**config.mk**
```make
export PLATFORM = sky130hd
export DESIGN_NAME = wb_queue
export DESIGN_NICKNAME = d
export VERILOG_FILES = /design/src/rtl/rv1_pkg.sv /design/src/rtl/wb_fwd_match.sv /design/src/rtl/wb_queue.sv
export SDC_FILE = /design/constraint.sdc
export NUM_CORES = 1
export LEC_CHECK = 0
export ABC_AREA = 0
export BUFFER_PORTS_ARGS = -buffer_cell sky130_fd_sc_hd__buf_2
export CAP_MARGIN = 25
export CELL_PAD_IN_SITES_DETAIL_PLACEMENT = 0
export CELL_PAD_IN_SITES_GLOBAL_PLACEMENT = 1
export CORE_ASPECT_RATIO = 1.4
export CORE_UTILIZATION = 40
export CTS_CLUSTER_SIZE = 8
export DETAILED_ROUTE_END_ITERATION = 7
export PLACE_DENSITY = 0.79
export RECOVER_POWER = 25
export SLEW_MARGIN = 20
export SYNTH_ARGS = -nofsm -noshare
export SYNTH_HDL_FRONTEND = slang
export SYNTH_SLANG_ARGS = --single-unit
```
**constraint.sdc**
```tcl
create_clock -name clk -period 7 [get_ports clk]
set_clock_uncertainty 0.05 [all_clocks]
set_input_delay 1.4 -clock clk [delete_from_list [all_inputs] [get_ports clk]]
set_output_delay 1.4 -clock clk [all_outputs]
set_load 0.1 [all_outputs]
```
**src/rtl/rv1_pkg.sv**
```systemverilog
// Shared core package: architectural widths and the
// writeback entry carried between execute and the register file.
package rv1_pkg;

  localparam int REG_ADDR_W = 5;
  localparam int XLEN       = 32;

  typedef struct packed {
    logic [REG_ADDR_W-1:0] waddr;
    logic [XLEN-1:0]       wdata;
  } wb_entry_t;

endpackage

```
**src/rtl/wb_fwd_match.sv**
```systemverilog
// Youngest-match selector for writeback forwarding.
// Larger age means the entry sits closer to the tail.
module wb_fwd_match
  import rv1_pkg::*;
#(
  parameter int N  = 4,
  parameter int AW = 2
) (
  input  logic [N-1:0]                 vld_i,
  input  logic [N-1:0][REG_ADDR_W-1:0] addr_i,
  input  logic [N-1:0][AW-1:0]         age_i,
  input  logic [N-1:0][XLEN-1:0]       data_i,
  input  logic [REG_ADDR_W-1:0]        raddr_i,
  output logic                         hit_o,
  output logic [XLEN-1:0]              data_o
);

  logic            hit;
  logic [AW-1:0]   best;
  logic [XLEN-1:0] data;

  always_comb begin
    hit  = 1'b0;
    best = '0;
    data = '0;
    for (int i = 0; i < N; i++) begin
      if (raddr_i != '0 && vld_i[i] &&
          addr_i[i] == raddr_i &&
          (!hit || age_i[i] > best)) begin
        hit  = 1'b1;
        best = age_i[i];
        data = data_i[i];
      end
    end
  end

  assign hit_o  = hit;
  assign data_o = data;

endmodule

```
**src/rtl/wb_queue.sv**
```systemverilog
// Writeback queue: buffers results until the register-file
// write port is free and forwards pending values to readers.
module wb_queue
  import rv1_pkg::*;
#(
  parameter int DEPTH = 4
) (
  input  logic                    clk,
  input  logic                    rst,
  input  logic                    enq_val,
  output logic                    enq_rdy,
  input  logic [REG_ADDR_W-1:0]   enq_waddr,
  input  logic [XLEN-1:0]         enq_wdata,
  input  logic                    drain_en,
  output logic                    rf_wen,
  output logic [REG_ADDR_W-1:0]   rf_waddr,
  output logic [XLEN-1:0]         rf_wdata,
  input  logic [REG_ADDR_W-1:0]   fwd_raddr,
  output logic                    fwd_hit,
  output logic [XLEN-1:0]         fwd_data,
  output logic [$clog2(DEPTH):0]  count
);

  localparam int PW = $clog2(DEPTH);
  localparam logic [PW:0] FULL = (PW+1)'(DEPTH);

  wb_entry_t   mem_q [DEPTH];
  logic [PW-1:0] head_q, head_d;
  logic [PW-1:0] tail_q, tail_d;
  logic [PW:0]   count_q, count_d;

  logic non_empty;
  logic push;

  assign non_empty = count_q != '0;
  assign enq_rdy   = count_q != FULL;
  assign rf_wen    = drain_en && non_empty;
  assign rf_waddr  = non_empty ? mem_q[head_q].waddr : '0;
  assign rf_wdata  = non_empty ? mem_q[head_q].wdata : '0;
  assign count     = count_q;

  // x0 writes are accepted but never stored
  assign push = enq_val && enq_rdy && enq_waddr != '0;

  always_comb begin
    head_d  = rf_wen ? head_q + PW'(1) : head_q;
    tail_d  = push ? tail_q + PW'(1) : tail_q;
    count_d = count_q;
    unique case ({push, rf_wen})
      2'b10:   count_d = count_q + (PW+1)'(1);
      2'b01:   count_d = count_q - (PW+1)'(1);
      default: count_d = count_q;
    endcase
  end

  always_ff @(posedge clk) begin
    if (rst) begin
      head_q  <= '0;
      tail_q  <= '0;
      count_q <= '0;
    end else begin
      head_q  <= head_d;
      tail_q  <= tail_d;
      count_q <= count_d;
    end
  end

  always_ff @(posedge clk) begin
    if (push && !rst) begin
      mem_q[tail_q] <= '{waddr: enq_waddr, wdata: enq_wdata};
    end
  end

  logic [DEPTH-1:0]                 ent_vld;
  logic [DEPTH-1:0][REG_ADDR_W-1:0] ent_addr;
  logic [DEPTH-1:0][PW-1:0]         ent_age;
  logic [DEPTH-1:0][XLEN-1:0]       ent_data;

  for (genvar i = 0; i < DEPTH; i++) begin : g_ent
    assign ent_age[i]  = PW'(i) - head_q;
    assign ent_vld[i]  = {1'b0, ent_age[i]} < count_q;
    assign ent_addr[i] = mem_q[i].waddr;
    assign ent_data[i] = mem_q[i].wdata;
  end

  wb_fwd_match #(
    .N  (DEPTH),
    .AW (PW)
  ) u_match (
    .vld_i   (ent_vld),
    .addr_i  (ent_addr),
    .age_i   (ent_age),
    .data_i  (ent_data),
    .raddr_i (fwd_raddr),
    .hit_o   (fwd_hit),
    .data_o  (fwd_data)
  );

endmodule
```
==> reports/results.ini, run 1 <==
[run_status]
status = finished, final reports clean

[timing]
finalSetupViolCount = 0
fin_crit_sh = 0.998
slew_headroom = 0.389
whs_ns = 0.530
fin_tns_setup_ns = 0
fin_crit_ns = 6.99
fmax_mhz = 143
hold_violations = 0
rsz0062_at_grt = true
worst_pin_slew_ns = 0.917
slew_viol_final = 0

[final_layout]
layout.nets = 751
synthToLayoutAreaGrowth_pct = 29.0
n_antenna_cell = 0
utilization = 0.529
drive_gt1_frac = 0.405
post-route-cell-area_um2 = 10600

[cts]
hold_buffers = 0
cts_root_buf = clkbuf_16
clock_sinks = 157
numCtsBuffers = 17
cts_tree = done
path_clk_slew_ns = 0.07
htreeDepth = 4
clk_path_buf_depth = 2
clk_latency_ns = 0.43

[die]
fp.dieW_um = 123
die_h_um = 171
core_area_um2 = 20000
die_area_um2 = 21100
initial_utilization = 0.410
io_pins = 121
rows = 61

[setup_path]
cp_max_fo = 7
worstSetupStartpointType = input pin
crit_chain = buf_6 -> or4_4 -> o211ai_4 -> or4_4 -> nand2_4 -> o2bb2ai_4 -> inv_2 -> ha_4 -> nor2b_4 -> a2bb2oi_4 -> nor4_4 -> or3_4 -> mux2i_1 -> ha_1 -> a21oi_2 -> a21oi_2 -> o21bai_4 -> buf_6 -> buf_12 -> mux2_4 -> buf_12
required_ns = 5.55
r2r_slack_ns = 4.41
arrival_ns = 5.54
critPathSlowestCell = or4_4
worst_setup_path_end_kind = output pin
cp_slowest_stage_delay_ns = 0.57
crit_type = in2out

[yosys]
synthCells = 558
yosysWarnings = 0
synth_cell_types = 48
yosys_most_used_dff = edfxtp_1
synth_nets = 619
yosys-top-cells-count = edfxtp_1, nor2b_1, mux4_2
synthTopCellsByArea = edfxtp_1, mux4_2, mux2_4
synth_most_common_cell = edfxtp_1
synth_edf_count = 148
synth.largest_area_cell = edfxtp_1
synth_top_area_share = 0.542
avgSynthCellArea_um2 = 14.7
synth_seq_cells = 157
yosysSeqAreaShare = 0.564
ys_async_sr_fraction = 0
synth_area_um2 = 8190

[global_routing]
grt-ovfl-total = 0
grt_pass1_wl_um = 36100
grt_pass1_vias = 6252
grt_max_degree = 38
antenna_found_initial = 1
groute.usage.overall = 0.238

[power_and_ir_drop]
powerDensity_nw_per_um2 = 445
vdd_drop_max_v = 0.000299
p_leak_nw = 3.66

[detailed_routing]
antenna_left = 0
viasPerCell = 6.04
post_drt_wl_per_cell_um = 25.1
vias = 5765
drt_iter0_drc = 499
routed_wl_um = 24000
dr.pass1.iters = 5
drc = 0

[place]
portBuffers = 120
place_area_um2 = 9510
place.gp.congestion = 0.863
dp_hpwl_um = 14600

[run]
cap_violations = 0

[worst_hold_path]
hp-class = reg2reg

## final cells by class
type	instances	area [um^2]
tap	252	315
clock buffer	20	437
inverter	12	45.0
multi-input combinational	338	3510
timing repair buffer	164	1500
fill	1648	9430
sequential	157	4630
clock inverter	12	145
## metal layers
layer  up-vias  GRT usage  wire, um
li1       2495          -         -
met1      2953      0.272      9010
met2       267      0.417     12800
met3        48     0.0550      1490
met4         2      0.110       626
met5         -          0        11
## cell usage in the layout (no fill, tap or decap), drive strengths merged, types with 2 or more instances in the layout
master	n
nand2	4
o2111ai	2
clkbuf	46
xnor2	12
nor4	33
ha	14
a31oi	33
buf	138
a21oi	8
nor2	11
nor3	4
dfxtp	9
mux2i	2
and2	4
clkinv	6
edfxtp	148
bufinv	3
nor2b	39
mux2	32
mux4	37
inv	13
nand3	35
or3	2
o211ai	35
xor2	12
o21ai	2
clkinvlp	2
or4	3
a211oi	2
## worst max-delay path: cells and delay by family
kind	cells	cell delay, ns
adders and majority gates	2	0.61
muxes	2	0.46
buffers and inverters	5	0.62
and+or+nand+nor	6	1.45
AOI/OAI and AO/OA	6	0.97
## flip-flops by register name, summed over array words and instances, names as in the netlist, named ones only
signal  cells
count       3
mem_q     148
tail_q      2
head_q      2
## final timing paths
kind,cells past startpoint,end,from
min reg2reg,2,tail_q[1]$_SDFFE_PP0P_,tail_q[1]$_SDFFE_PP0P_
max reg2reg,6,mem_q[1][18]$_DFFE_PP_,count[0]$_SDFFE_PP0P_
max,21,fwd_data[8],fwd_raddr[0]
min,2,tail_q[1]$_SDFFE_PP0P_,tail_q[1]$_SDFFE_PP0P_
## cell families (layout without fill, tap and decap cells)
family / count (synthesis) / after routing / share of synthesized area
adder cells (fa/ha/maj): 15 / 15 / 0.0238
AO/OA/AOI/OAI: 90 / 90 / 0.0907
flip-flops: 157 / 157 / 0.564
AND/OR/NAND/NOR: 138 / 138 / 0.0968
XOR/XNOR: 24 / 24 / 0.0257
multiplexers: 71 / 71 / 0.162
buffers and inverters: 63 / 208 / 0.0367
## where the power goes
| part | switching (mW) | leakage, nW | internal (mW) |
|---|---|---|---|
| logic | 1.91 | 1.97 | 0.658 |
| registers | 0.106 | 1.42 | 1.10 |
| clock network | 0.366 | 0.279 | 0.557 |
| total | 2.39 | 3.66 | 2.32 |
## stage by stage
step	power [mW]	cells	setup WS, ns
after CTS	4.70	953	0.00107
after detailed placement	3.73	913	-0.400
after global placement	3.67	909	-0.247
after global routing	4.85	955	-0.113
after floorplan	3.22	558	-0.257
final	4.70	955	0.0124
## repair_timing
action	in CTS	in global routing
endpoints found under the setup margin	32	32
gates resized for setup	65	37
endpoints found under the hold margin	0	0
pin swaps	8	7
buffers inserted	6	2
gates cloned	2	1
(Power assumes the default switching activity.)
==> run 2: changes to the inputs <==
CELL_PAD_IN_SITES_DETAIL_PLACEMENT = not set   (was 0)
CELL_PAD_IN_SITES_GLOBAL_PLACEMENT = not set   (was 1)
CORE_ASPECT_RATIO = not set   (was 1.4)
PLACE_DENSITY = 0.69   (was 0.79)
==> reports/results.ini, run 2 (synthesis results as in run 1) <==
[timing]
fmax_mhz = 143
fin_tns_setup_ns = 0
slew_headroom = 0.297
rsz0062_at_grt = true
fin_crit_ns = 6.99
whs_ns = 0.522
finalSetupViolCount = 0
hold_violations = 0
worst_pin_slew_ns = 1.05
fin_crit_sh = 0.998
slew_viol_final = 0

[cts]
numCtsBuffers = 17
clk_latency_ns = 0.42
clk_path_buf_depth = 2
htreeDepth = 4
path_clk_slew_ns = 0.06
cts_tree = done
cts_root_buf = clkbuf_16
clock_sinks = 157

[power_and_ir_drop]
vdd_drop_max_v = 0.000379
powerDensity_nw_per_um2 = 447
p_leak_nw = 3.61

[place]
place.gp.congestion = 0.814
portBuffers = 120
place_area_um2 = 9680
dp_cells = 926
dp_hpwl_um = 14200

[setup_path]
arrival_ns = 5.54
worstSetupStartpointType = input pin
worst_setup_path_end_kind = output pin
cp_max_fo = 7
required_ns = 5.55
crit_type = in2out

[worst_hold_path]
hp-class = reg2reg

[final_layout]
post-route-cell-area_um2 = 10500
drive_gt1_frac = 0.402
synthToLayoutAreaGrowth_pct = 28.4
final_cell_mix = edfxtp_1, buf_2, nor2b_1, buf_12, mux4_2
largest_reg_flops = 148
largest-register = mem_q
layout_commonest_cell = edfxtp_1
fill_cells = 1683
n_antenna_cell = 0
layout.nets = 745
fin_cells = 962

[global_routing]
grt_pass1_wl_um = 35600
grt_pass1_vias = 6195
antenna_found_initial = 0
groute.usage.overall = 0.224
grt-ovfl-total = 0
grt_max_degree = 34

[detailed_routing]
routed_wl_um = 23100
drt_iter0_drc = 464
vias = 5714
dr.pass1.iters = 5
drc = 0
post_drt_wl_per_cell_um = 24.0
antenna_left = 0
viasPerCell = 5.94

[die]
rows = 51
initial_utilization = 0.414
die_h_um = 145
fp.dieW_um = 145
core_area_um2 = 19800
io_pins = 121
die_area_um2 = 21100

[run_status]
status = finished, final reports clean

[run]
cap_violations = 0

## run 2: cell count changes in the layout (fill, tap and decap cells not counted), moves of 2 or more
cell        delta
buf_6          -6
clkinvlp_4     +2
xnor2_1        +2
buf_12        +11
buf_8          -3
clkbuf_1       -4
buf_4          -3
buf_16         -4
## run 2: worst paths after layout
kind / start / endpoint / slack (ns) / cells after the start
worst min register to register: count[1]$_SDFFE_PP0P_ / count[1]$_SDFFE_PP0P_ / 0.52 / 2
worst min-delay path: count[1]$_SDFFE_PP0P_ / count[1]$_SDFFE_PP0P_ / 0.52 / 2
worst max register to register: count[2]$_SDFFE_PP0P_ / count[2]$_SDFFE_PP0P_ / 4.38 / 8
worst max-delay path: fwd_raddr[0] / fwd_data[15] / 0.01 / 21
## run 2: cell type report
cell class	instances	area, um^2	share of cell area
multi-input combinational	338	3470	0.330
clock buffer	17	425	0.0404
timing repair buffer	158	1450	0.138
tap	265	332	0.0315
sequential	157	4630	0.440
clock inverter	15	169	0.0161
inverter	12	45.0	0.00428
## run 2: report_power, final
group | total [mW] | leakage, nW | internal, mW | switching, mW
clock network | 0.928 | 0.281 | 0.558 | 0.370
logic | 2.59 | 1.91 | 0.664 | 1.92
registers | 1.19 | 1.42 | 1.10 | 0.0850
## run 2: metal layers
metal	track usage	vias to the layer above	wire length, um	part of all wire
met4	0.0911	0	524	0.023
met2	0.374	292	11500	0.50
met1	0.281	2904	9240	0.40
met3	0.0500	46	1810	0.078
met5	0	-	0	0
li1	-	2472	-	-
## run 2: what timing repair did
| action | CTS | global route |
|---|---|---|
| endpoints found under the setup margin | 32 | 32 |
| pin swaps | 3 | 1 |
| gates cloned | 1 | 0 |
| hold buffers | 0 | 0 |
| buffers inserted | 3 | 2 |
| resized for setup | 37 | 23 |
| endpoints found under the hold margin | 0 | 0 |
## run 2: through the flow
stage,setup WS [ns],util,power (mW)
floorplan,-0.257,-,3.22
global placement,-0.215,0.484,3.69
detailed placement,-0.275,0.490,3.74
CTS,0.00138,0.529,4.71
global route,-0.190,0.532,4.86
finish,0.0113,0.532,4.70
## run 2: critical path: stages
cell and delay (ns):
buf_6 0.09, or4_4 0.58, o211ai_4 0.25, or4_4 0.19, nand2_4 0.07, o2bb2ai_4 0.14
inv_2 0.06, ha_4 0.27, nor2b_4 0.15, a2bb2oi_4 0.21, a2111oi_4 0.07, or3_4 0.42
mux2i_1 0.18, ha_1 0.28, a21oi_2 0.15, a21oi_2 0.06, o21bai_4 0.20, buf_12 0.19
buf_12 0.11, mux2_4 0.30, buf_12 0.17
==> run 3: changes to the inputs <==
CORE_UTILIZATION = 51   (was 40)
PLACE_DENSITY = 0.83   (was 0.69)
SYNTH_HIERARCHICAL = 1   (was not set)
==> reports/results.ini, run 3 <==
[timing]
slew_viol_final = 0
fin_crit_sh = 1.13
whs_ns = 0.519
fin_ws_ns = -0.928
fin_tns_setup_ns = -28.37
slew_headroom = 0.518
fin_crit_ns = 7.93
worst_pin_slew_ns = 0.723
fmax_mhz = 126
rsz0062_at_grt = true
hold_violations = 0
finalSetupViolCount = 32

[final_layout]
drive_gt1_frac = 0.483
fill_cells = 784
largest_reg_flops = 148
synthToLayoutAreaGrowth_pct = 45.2
fin_cells = 920
post-route-cell-area_um2 = 11100
final_cell_mix = edfxtp_1, buf_2, buf_4
layout.nets = 784
utilization = 0.763
layout_commonest_cell = edfxtp_1
largest-register = mem_q

[cts]
clock_sinks = 157
cts_root_buf = clkbuf_16
cts_tree = done
htreeDepth = 4
clk_path_buf_depth = 2
clk_latency_ns = 0.43
path_clk_slew_ns = 0.06
numCtsBuffers = 17

[power_and_ir_drop]
p_leak_nw = 4.10
finalPower_mw = 4.31
vdd_drop_max_v = 0.000402
powerDensity_nw_per_um2 = 387

[setup_path]
required_ns = 5.55
worstSetupStartpointType = input pin
critPathSlowestCell = or4_4
cpMostUsedCell = buf_12
cp_slowest_stage_delay_ns = 0.54
arrival_ns = 6.48
ff2ff_path_depth = 10
cp.buffers_inverters = 7
rr_endpoint = count[2]$_SDFFE_PP0P_
worstReg2RegStart = count[0]$_SDFFE_PP0P_
cp_max_fo = 8
worst_setup_path_end_kind = output pin
path_delay_family = simple AND/OR/NAND/NOR gates
crit_type = in2out
r2r_slack_ns = 4.24

[yosys]
yosys-top-cells-count = edfxtp_1, nor2_1, nand2_1
synthTopCellsByArea = edfxtp_1, mux4_2, a221oi_1
synth_nets = 588
avgSynthCellArea_um2 = 14.6
yosys_most_used_dff = edfxtp_1
yosysSeqAreaShare = 0.603
ys_async_sr_fraction = 0
synth_area_um2 = 7670
synth_most_common_cell = edfxtp_1
synth_top_area_share = 0.580
yosysWarnings = 6
synth_edf_count = 148
synthCells = 526
synth_cell_types = 45
synth.largest_area_cell = edfxtp_1
synth_seq_cells = 157

[global_routing]
grt-ovfl-total = 0
grt_pass1_vias = 6141
groute.usage.overall = 0.293
grt_pass1_wl_um = 33600
antenna_found_initial = 1
grt_max_degree = 38

[detailed_routing]
viasPerCell = 6.21
drt_iter0_drc = 502
vias = 5716
routed_wl_um = 22600
drc = 0
dr.pass1.iters = 4
antenna_left = 0
post_drt_wl_per_cell_um = 24.5

[place]
place.gp.congestion = 0.879
dp_hpwl_um = 13100
portBuffers = 120
dp_cells = 848
pre_cts_slack_ns = -0.841
place_area_um2 = 9720

[worst_hold_path]
hold_path.startpoint = tail_q[1]$_SDFFE_PP0N_
hold_path_depth = 2
hold_end = tail_q[1]$_SDFFE_PP0N_
hp-class = reg2reg

[run]
cap_violations = 0

[die]
core_area_um2 = 14600
initial_utilization = 0.526
die_area_um2 = 15500
die_h_um = 125
io_pins = 121
fp.dieW_um = 125
rows = 44

[run_status]
violations = setup timing
status = finished, violations left

==> run 3: cell types whose count changed after synthesis, sizes merged, moves of 8 or more <==
cell,change
mux2,-29
a221oi,+32
nor2,+31
o31ai,+34
a31oi,-33
nand3,-35
nor2b,-8
nor4,-30
o211ai,-35
nand2,+35
clkbuf,-20
and2b,+8
==> run 3: layout make-up <==
type,instances,area [um^2],share of cell area
flip-flops and latches,157,4630,0.416
multi-input cells,316,3540,0.318
repair buffers,214,2110,0.190
clock buffers,20,437,0.0392
well taps,184,230,0.0207
clock inverters,12,123,0.0110
inverters,16,60.1,0.00540
diodes,1,2.50,0.000225
==> run 3: metal layers <==
layer	track usage	wire length, um
met1	0.318	8120
met2	0.532	12100
met3	0.0769	1600
met4	0.135	699
met5	0	0
==> run 3: cell families (layout without fill, tap and decap cells) <==
kind of cell               Yosys count  in the layout  synth area share
and+or+nand+nor                    144            144            0.0948
buffers and inverters               53            262            0.0372
other                                0              1                 0
DFF                                157            157             0.603
muxes                               43             43             0.117
adders and majority gates           16             16            0.0271
AOI/OAI and AO/OA                   88             88            0.0917
xor gates and xnor gates            25             25            0.0286
==> run 3: worst max-delay path by stage <==
stage	depth (start not counted)	endpoint	startpoint	slack, ns
after global placement	25	fwd_data[13]	fwd_raddr[4]	-0.69
after CTS	31	fwd_data[9]	fwd_raddr[4]	-0.69
after global routing	28	fwd_data[2]	fwd_raddr[4]	-1.02
after detailed placement	28	fwd_data[31]	fwd_raddr[2]	-0.84
after floorplan	25	fwd_data[23]	fwd_raddr[4]	-0.98
final	28	fwd_data[9]	fwd_raddr[4]	-0.93
==> run 3: what timing repair did <==
action,4_1_cts,5_1_grt
hold buffers,0,0
setup buffers,28,9
pin swaps,21,11
endpoints found under the setup margin,32,32
gates cloned,5,0
resized for setup,81,26
==> run 3: tightest hold or removal path: stages (launching register included) <==
cell and delay [ns]:
dfxtp_1 0.35, nand2b_1 0.10, mux2i_1 0.07
==> run 3: power by group <==
group | internal [mW] | switching, mW
clock | 0.521 | 0.353
combinational | 0.618 | 1.66
sequential | 1.09 | 0.0666
total | 2.23 | 2.08
